**src/rtl/sfp_std2slf_pipe.sv**
```systemverilog
// IEEE754 single -> {sign, true exponent, two's-complement mantissa}, two-stage pipeline.
// Define SFP_STD2SLF_FLAG_EN to add the {nan, ovf} status output o_flg.
`timescale 1ns / 1ps
module sfp_std2slf_pipe #(
    parameter int unsigned MW = 17
) (
    input  logic          i_clk,
    input  logic          i_rst,
    input  logic          i_vld,
    output logic          o_rdy,
    input  logic [31:0]   i_dat,
    output logic          o_vld,
    input  logic          i_rdy,
    output logic [MW+8:0] o_dat
`ifdef SFP_STD2SLF_FLAG_EN
    ,
    output logic [1:0]    o_flg
`endif
);

    localparam int unsigned    Drop    = 25 - MW;
    localparam logic [24:0]    RemMask = 25'((1 << Drop) - 1);
    localparam logic [24:0]    Half    = 25'((1 << Drop) >> 1);
    localparam logic [MW-1:0]  MagMax  = {1'b0, {(MW-1){1'b1}}};

    logic en1, en2;
    logic s1_vld_q, s1_vld_d, s2_vld_q, s2_vld_d;

    assign en2   = !s2_vld_q || i_rdy;
    assign en1   = !s1_vld_q || en2;
    assign o_rdy = en1;

    // S1: unpack, classify, round to MW-1 magnitude bits
    logic [7:0]        exp_field;
    logic [22:0]       frac;
    logic [24:0]       mag25, rem25;
    logic [MW-1:0]     keep;
    logic              round_up;
    logic              s1_sign_d, s1_spec_d;
    logic signed [9:0] s1_exp_d;
    logic [MW-1:0]     s1_mag_d;

    always_comb begin
        exp_field = i_dat[30:23];
        frac      = i_dat[22:0];
        mag25     = {1'b0, |exp_field, frac};
        keep      = MW'(mag25 >> Drop);
        rem25     = mag25 & RemMask;
        round_up  = (rem25 > Half) || ((rem25 == Half) && (Half != 25'd0) && keep[0]);
        s1_mag_d  = keep + MW'(round_up);
        if (exp_field != 8'd0) begin
            s1_exp_d = $signed({2'b00, exp_field}) - 10'sd127;
        end else if (frac != 23'd0) begin
            s1_exp_d = -10'sd126;
        end else begin
            s1_exp_d = -10'sd127;
        end
        s1_spec_d = &exp_field;
        s1_sign_d = i_dat[31];
    end

    logic              s1_sign_q, s1_spec_q;
    logic signed [9:0] s1_exp_q;
    logic [MW-1:0]     s1_mag_q;

    always_ff @(posedge i_clk) begin
        if (en1 && i_vld) begin
            s1_sign_q <= s1_sign_d;
            s1_spec_q <= s1_spec_d;
            s1_exp_q  <= s1_exp_d;
            s1_mag_q  <= s1_mag_d;
        end
    end

    // S2: renormalise after rounding carry, saturate, negate
    logic              carry, ovf, sat;
    logic signed [9:0] exp_rn;
    logic [MW-1:0]     mag_rn, mag_o, mant_o;
    logic [7:0]        exp_o;
    logic [MW+8:0]     s2_dat_d, s2_dat_q;

    always_comb begin
        carry    = s1_mag_q[MW-1];
        exp_rn   = s1_exp_q + $signed({9'd0, carry});
        mag_rn   = carry ? (s1_mag_q >> 1) : s1_mag_q;
        ovf      = !s1_spec_q && (exp_rn > 10'sd127);
        sat      = s1_spec_q || ovf;
        exp_o    = sat ? 8'h7F : exp_rn[7:0];
        mag_o    = sat ? MagMax : mag_rn;
        mant_o   = s1_sign_q ? -mag_o : mag_o;
        s2_dat_d = {s1_sign_q, exp_o, mant_o};
    end

    always_comb begin
        s1_vld_d = en1 ? i_vld : s1_vld_q;
        s2_vld_d = en2 ? s1_vld_q : s2_vld_q;
    end

    always_ff @(posedge i_clk or negedge i_rst) begin
        if (!i_rst) begin
            s1_vld_q <= 1'b0;
            s2_vld_q <= 1'b0;
        end else begin
            s1_vld_q <= s1_vld_d;
            s2_vld_q <= s2_vld_d;
        end
    end

    always_ff @(posedge i_clk) begin
        if (en2 && s1_vld_q) begin
            s2_dat_q <= s2_dat_d;
        end
    end

    assign o_vld = s2_vld_q;
    assign o_dat = s2_dat_q;

`ifdef SFP_STD2SLF_FLAG_EN
    logic       s1_nan_q;
    logic [1:0] s2_flg_q, s2_flg_d;

    always_ff @(posedge i_clk) begin
        if (en1 && i_vld) begin
            s1_nan_q <= s1_spec_d && (frac != 23'd0);
        end
    end

    assign s2_flg_d = {s1_nan_q, sat && !s1_nan_q};

    always_ff @(posedge i_clk or negedge i_rst) begin
        if (!i_rst) begin
            s2_flg_q <= 2'b00;
        end else if (en2 && s1_vld_q) begin
            s2_flg_q <= s2_flg_d;
        end
    end

    assign o_flg = s2_flg_q;
`endif

endmodule

```
**config.mk**
```make
export PLATFORM = sky130hd
export DESIGN_NAME = sfp_std2slf_pipe
export DESIGN_NICKNAME = d
export VERILOG_FILES = /design/src/rtl/sfp_std2slf_pipe.sv
export SDC_FILE = /design/constraint.sdc
export NUM_CORES = 1
export LEC_CHECK = 0
export CORE_MARGIN = 5
export CORE_UTILIZATION = 49
export CTS_BUF_LIST = sky130_fd_sc_hd__clkbuf_2 sky130_fd_sc_hd__clkbuf_4 sky130_fd_sc_hd__clkbuf_8
export CTS_CLUSTER_SIZE = 40
export DETAILED_ROUTE_END_ITERATION = 7
export HOLD_SLACK_MARGIN = 0.15
export PLACE_DENSITY = 0.76
export SKIP_CTS_REPAIR_TIMING = 1
export SKIP_LAST_GASP = 1
export SYNTH_ARGS = -nofsm -noshare
export SYNTH_HDL_FRONTEND = slang
export SYNTH_SLANG_ARGS = --single-unit
export TNS_END_PERCENT = 10
```
**constraint.sdc**
```tcl
create_clock -name i_clk -period 3.9 [get_ports i_clk]
set_input_delay 0.78 -clock i_clk [delete_from_list [all_inputs] [get_ports i_clk]]
set_output_delay 0.78 -clock i_clk [all_outputs]
set_load 0.01 [all_outputs]
```
==> summary.txt <==
Type of the tightest min-delay check: reg2reg
CP dominant cell by count: ha_1
Netlist cell types: 52
TritonCTS buffer count: 5
Clk root buf: clkbuf_8
Top sig layer: met4
First-pass GRT wire length: 10,600 µm
WHS: 0.498 ns
Routed length on met3: 346 µm
Asr flop ratio synth: 0.0357
Pwr dens: 321 mW/mm²
Simple-gate portion of the synthesized area: 0.209
Vias per cell: 5.44
Number of global-route vias before repair: 2,237
Total Routing Usage GR: 0.154
Core Region: 0.00642 mm²
DRC errors left: 0
Initial Util: 0.508
WL/cell: 14.2 µm
Mapped cell area: 0.00326 mm²
Fmax: 288 MHz
Die area: 0.00839 mm²
Sequential-to-total area share from yosys stat: 0.512
Top delay family on crit path: compound AO/OA/AOI/OAI gates
Die X: 91.6 µm
Post-Route WL: 6210 µm
WS Path Type: reg2reg
Synth Area in Adders: 0.0268
Ys flop type: edfxtp_1
Static leakage: 0.00146 µW
Syn nets: 337
Period minus WS final: 3.48 ns
Largest family of logic cells by synthesized area: simple AND/OR/NAND/NOR gates
Router iterations before antenna repair: 4
H-tree Lvls: 2
Max Transition Viols Final: 0
Post-Route M1 WL: 2930 µm
RSZ-0062 raised after global routing: no
Initial antenna violation count: 0
Post-synthesis mux area share: 0.0337
Clock sink total: 56
Hpwl dp: 4920 µm
Vert. Die Dim: 91.6 µm
Setup crit start kind: register
Nets: 402
Routed Antenna Nets: 0
Filler cells: 529
Syn_area_per_cell: 11.1 µm²
Worst VDD drop: 0.000171 V
Req. time, crit path: 3.97 ns
CP max-delay cell: a221o_2
Cells after Synth: 294
I/O pin count: 64
Std-Cell Rows: 29
Crit. End Element: register
Vias post-DR: 2,377
Outcome: completed
CP Max Fanout: 6
Antenna Cells: 0
Pin count of the biggest net entering global routing: 36
Final setup violating endpoints: 0
Met2 WL: 2820 µm
Max transition margin: 0.443
Port bufs: 63
YS warnings: 0
Clock Latency Late Sink: 0.31 ns
Worst-margin pin slew: 0.836 ns
Clock transition at path regs: 0.09 ns
Setup_tns: 0 ns
Bufs and invs on worst path: 0
Crit path DAT: 3.54 ns
Final hold violations: 0
Final period util: 0.891
Crit-path max cell delay: 0.44 ns
EDFF count, synth: 54
CP cell instances: ha_1 -> ha_1 -> or3_4 -> a221o_2 -> a211oi_2 -> ha_1 -> and3_1 -> nand2b_1 -> o311ai_1 -> o41ai_1 -> a21o_1
Skew final: 0.00548 ns
Buffers from clock root to sink, at most: 2
Iter 0 DRT Violations: 107
FF+latch count, synth: 56
Synth Area in XOR/XNOR: 0.0751
Max cap viols: 0
RD Place Congestion: 0.853
Fraction of the mapped netlist area in compound gates: 0.119
Share of cells above drive strength 1: 0.0694
P&R area growth vs syn: 24.6%
Total gr overflow: 0
CTS tree: built
sequential cells by signal, indices dropped and copies added (netlist names):
| name | flops |
|---|---|
| s1_sign_q | 1 |
| s1_mag_q | 17 |
| o_dat | 26 |
| s1_spec_q | 1 |
| s1_exp_q | 9 |
| o_vld | 1 |
| s1_vld_q | 1 |
cells by family (layout without fill, tap and decap cells):
family | after synthesis | count (layout)
XOR/XNOR | 28 | 28
AO/OA/AOI/OAI | 53 | 53
adder cells (fa/ha/maj) | 7 | 7
buffers and inverters | 18 | 84
flip-flops | 56 | 56
multiplexers | 11 | 11
AND/OR/NAND/NOR | 121 | 121
Yosys cell counts (2+ instances only):
master,n,share of area
o311ai_1,3,0.0081
nand3_1,15,0.023
o21ai_0,6,0.0092
xor2_1,10,0.027
nor4_1,7,0.013
edfxtp_1,54,0.50
xnor2_1,18,0.048
a211o_1,2,0.0054
nand4_1,6,0.011
or4b_1,2,0.0061
nor4_2,2,0.0077
ha_1,7,0.027
and4_1,2,0.0054
buf_4,2,0.0046
or3_1,2,0.0038
nor2_1,20,0.023
nor3_1,4,0.0061
a21oi_1,14,0.021
a21o_1,8,0.018
clkbuf_1,4,0.0046
nor2b_1,6,0.011
nand3b_1,2,0.0046
nand2b_1,11,0.021
buf_2,4,0.0061
and2_1,5,0.0096
nand2_1,26,0.030
mux2i_1,11,0.034
dfrtp_1,2,0.015
a32oi_1,3,0.0081
inv_1,7,0.0081
o21ai_1,4,0.0061
and3_1,5,0.0096
placed cells by master (no fill, tap or decap), drive strengths merged, types with 2 or more instances in the layout:
| cell type | count |
|---|---|
| and4 | 2 |
| clkdlybuf4s50 | 63 |
| and3 | 5 |
| and2 | 5 |
| o21ai | 10 |
| mux2i | 11 |
| inv | 8 |
| nand3b | 3 |
| a21oi | 14 |
| edfxtp | 54 |
| a211o | 2 |
| a32oi | 3 |
| nand3 | 15 |
| clkinv | 3 |
| o311ai | 3 |
| ha | 7 |
| buf | 5 |
| xnor2 | 18 |
| xor2 | 10 |
| clkbuf | 5 |
| nand2 | 26 |
| nor4 | 9 |
| a2111oi | 2 |
| dfrtp | 2 |
| a221oi | 2 |
| nand2b | 11 |
| or3 | 3 |
| nor2 | 20 |
| nor3 | 5 |
| a21o | 8 |
| nand4 | 7 |
| nor2b | 6 |
| or2 | 2 |
| or4b | 2 |
per-layer routing:
metal | up-vias | track usage
li1 | 1236 | -
met1 | 1070 | 0.217
met2 | 62 | 0.239
met3 | 9 | 0.0278
met4 | 0 | 0.0540
met5 | - | 0
power breakdown:
part | total [µW] | internal (µW) | switching (µW)
clock network | 303 | 125 | 178
logic | 253 | 129 | 124
registers | 748 | 718 | 29.2
final timing paths:
| kind | start | to | slack [ns] | cells past startpoint |
|---|---|---|---|---|
| setup / recovery | s1_mag_q[16] | o_dat[12] | 0.42 | 11 |
| setup reg to reg | s1_mag_q[16] | o_dat[12] | 0.42 | 11 |
| hold reg to reg | s1_vld_q | o_vld | 0.50 | 1 |
| hold / removal | s1_vld_q | o_vld | 0.50 | 1 |
| max in group asynchronous | i_rst | s1_vld_q | 3.16 | 1 |
| min in group asynchronous | i_rst | o_vld | 0.62 | 1 |
per-stage QoR:
| stage | instance area, µm² | std cells | setup slack, ns | total power [µW] | util |
|---|---|---|---|---|---|
| after floorplan | 3260 | 294 | 0.595 | 890 | - |
| after global placement | 3980 | 429 | 0.586 | 1010 | 0.620 |
| after detailed placement | 3980 | 429 | 0.422 | 1020 | 0.620 |
| after CTS | 4070 | 437 | 0.414 | 1320 | 0.633 |
| after global routing | 4070 | 437 | 0.202 | 1370 | 0.633 |
| final | 4070 | 437 | 0.425 | 1300 | 0.633 |
area by class of cell:
type / instances / area, µm² / area share
sequential: 56 / 1670 / 0.411
multi-input combinational: 220 / 1510 / 0.372
timing repair buffer: 68 / 668 / 0.164
tap: 77 / 96.3 / 0.0237
clock buffer: 5 / 68.8 / 0.0169
inverter: 8 / 30.0 / 0.00738
clock inverter: 3 / 18.8 / 0.00462
No activity file was read; power rests on OpenSTA's default activity.
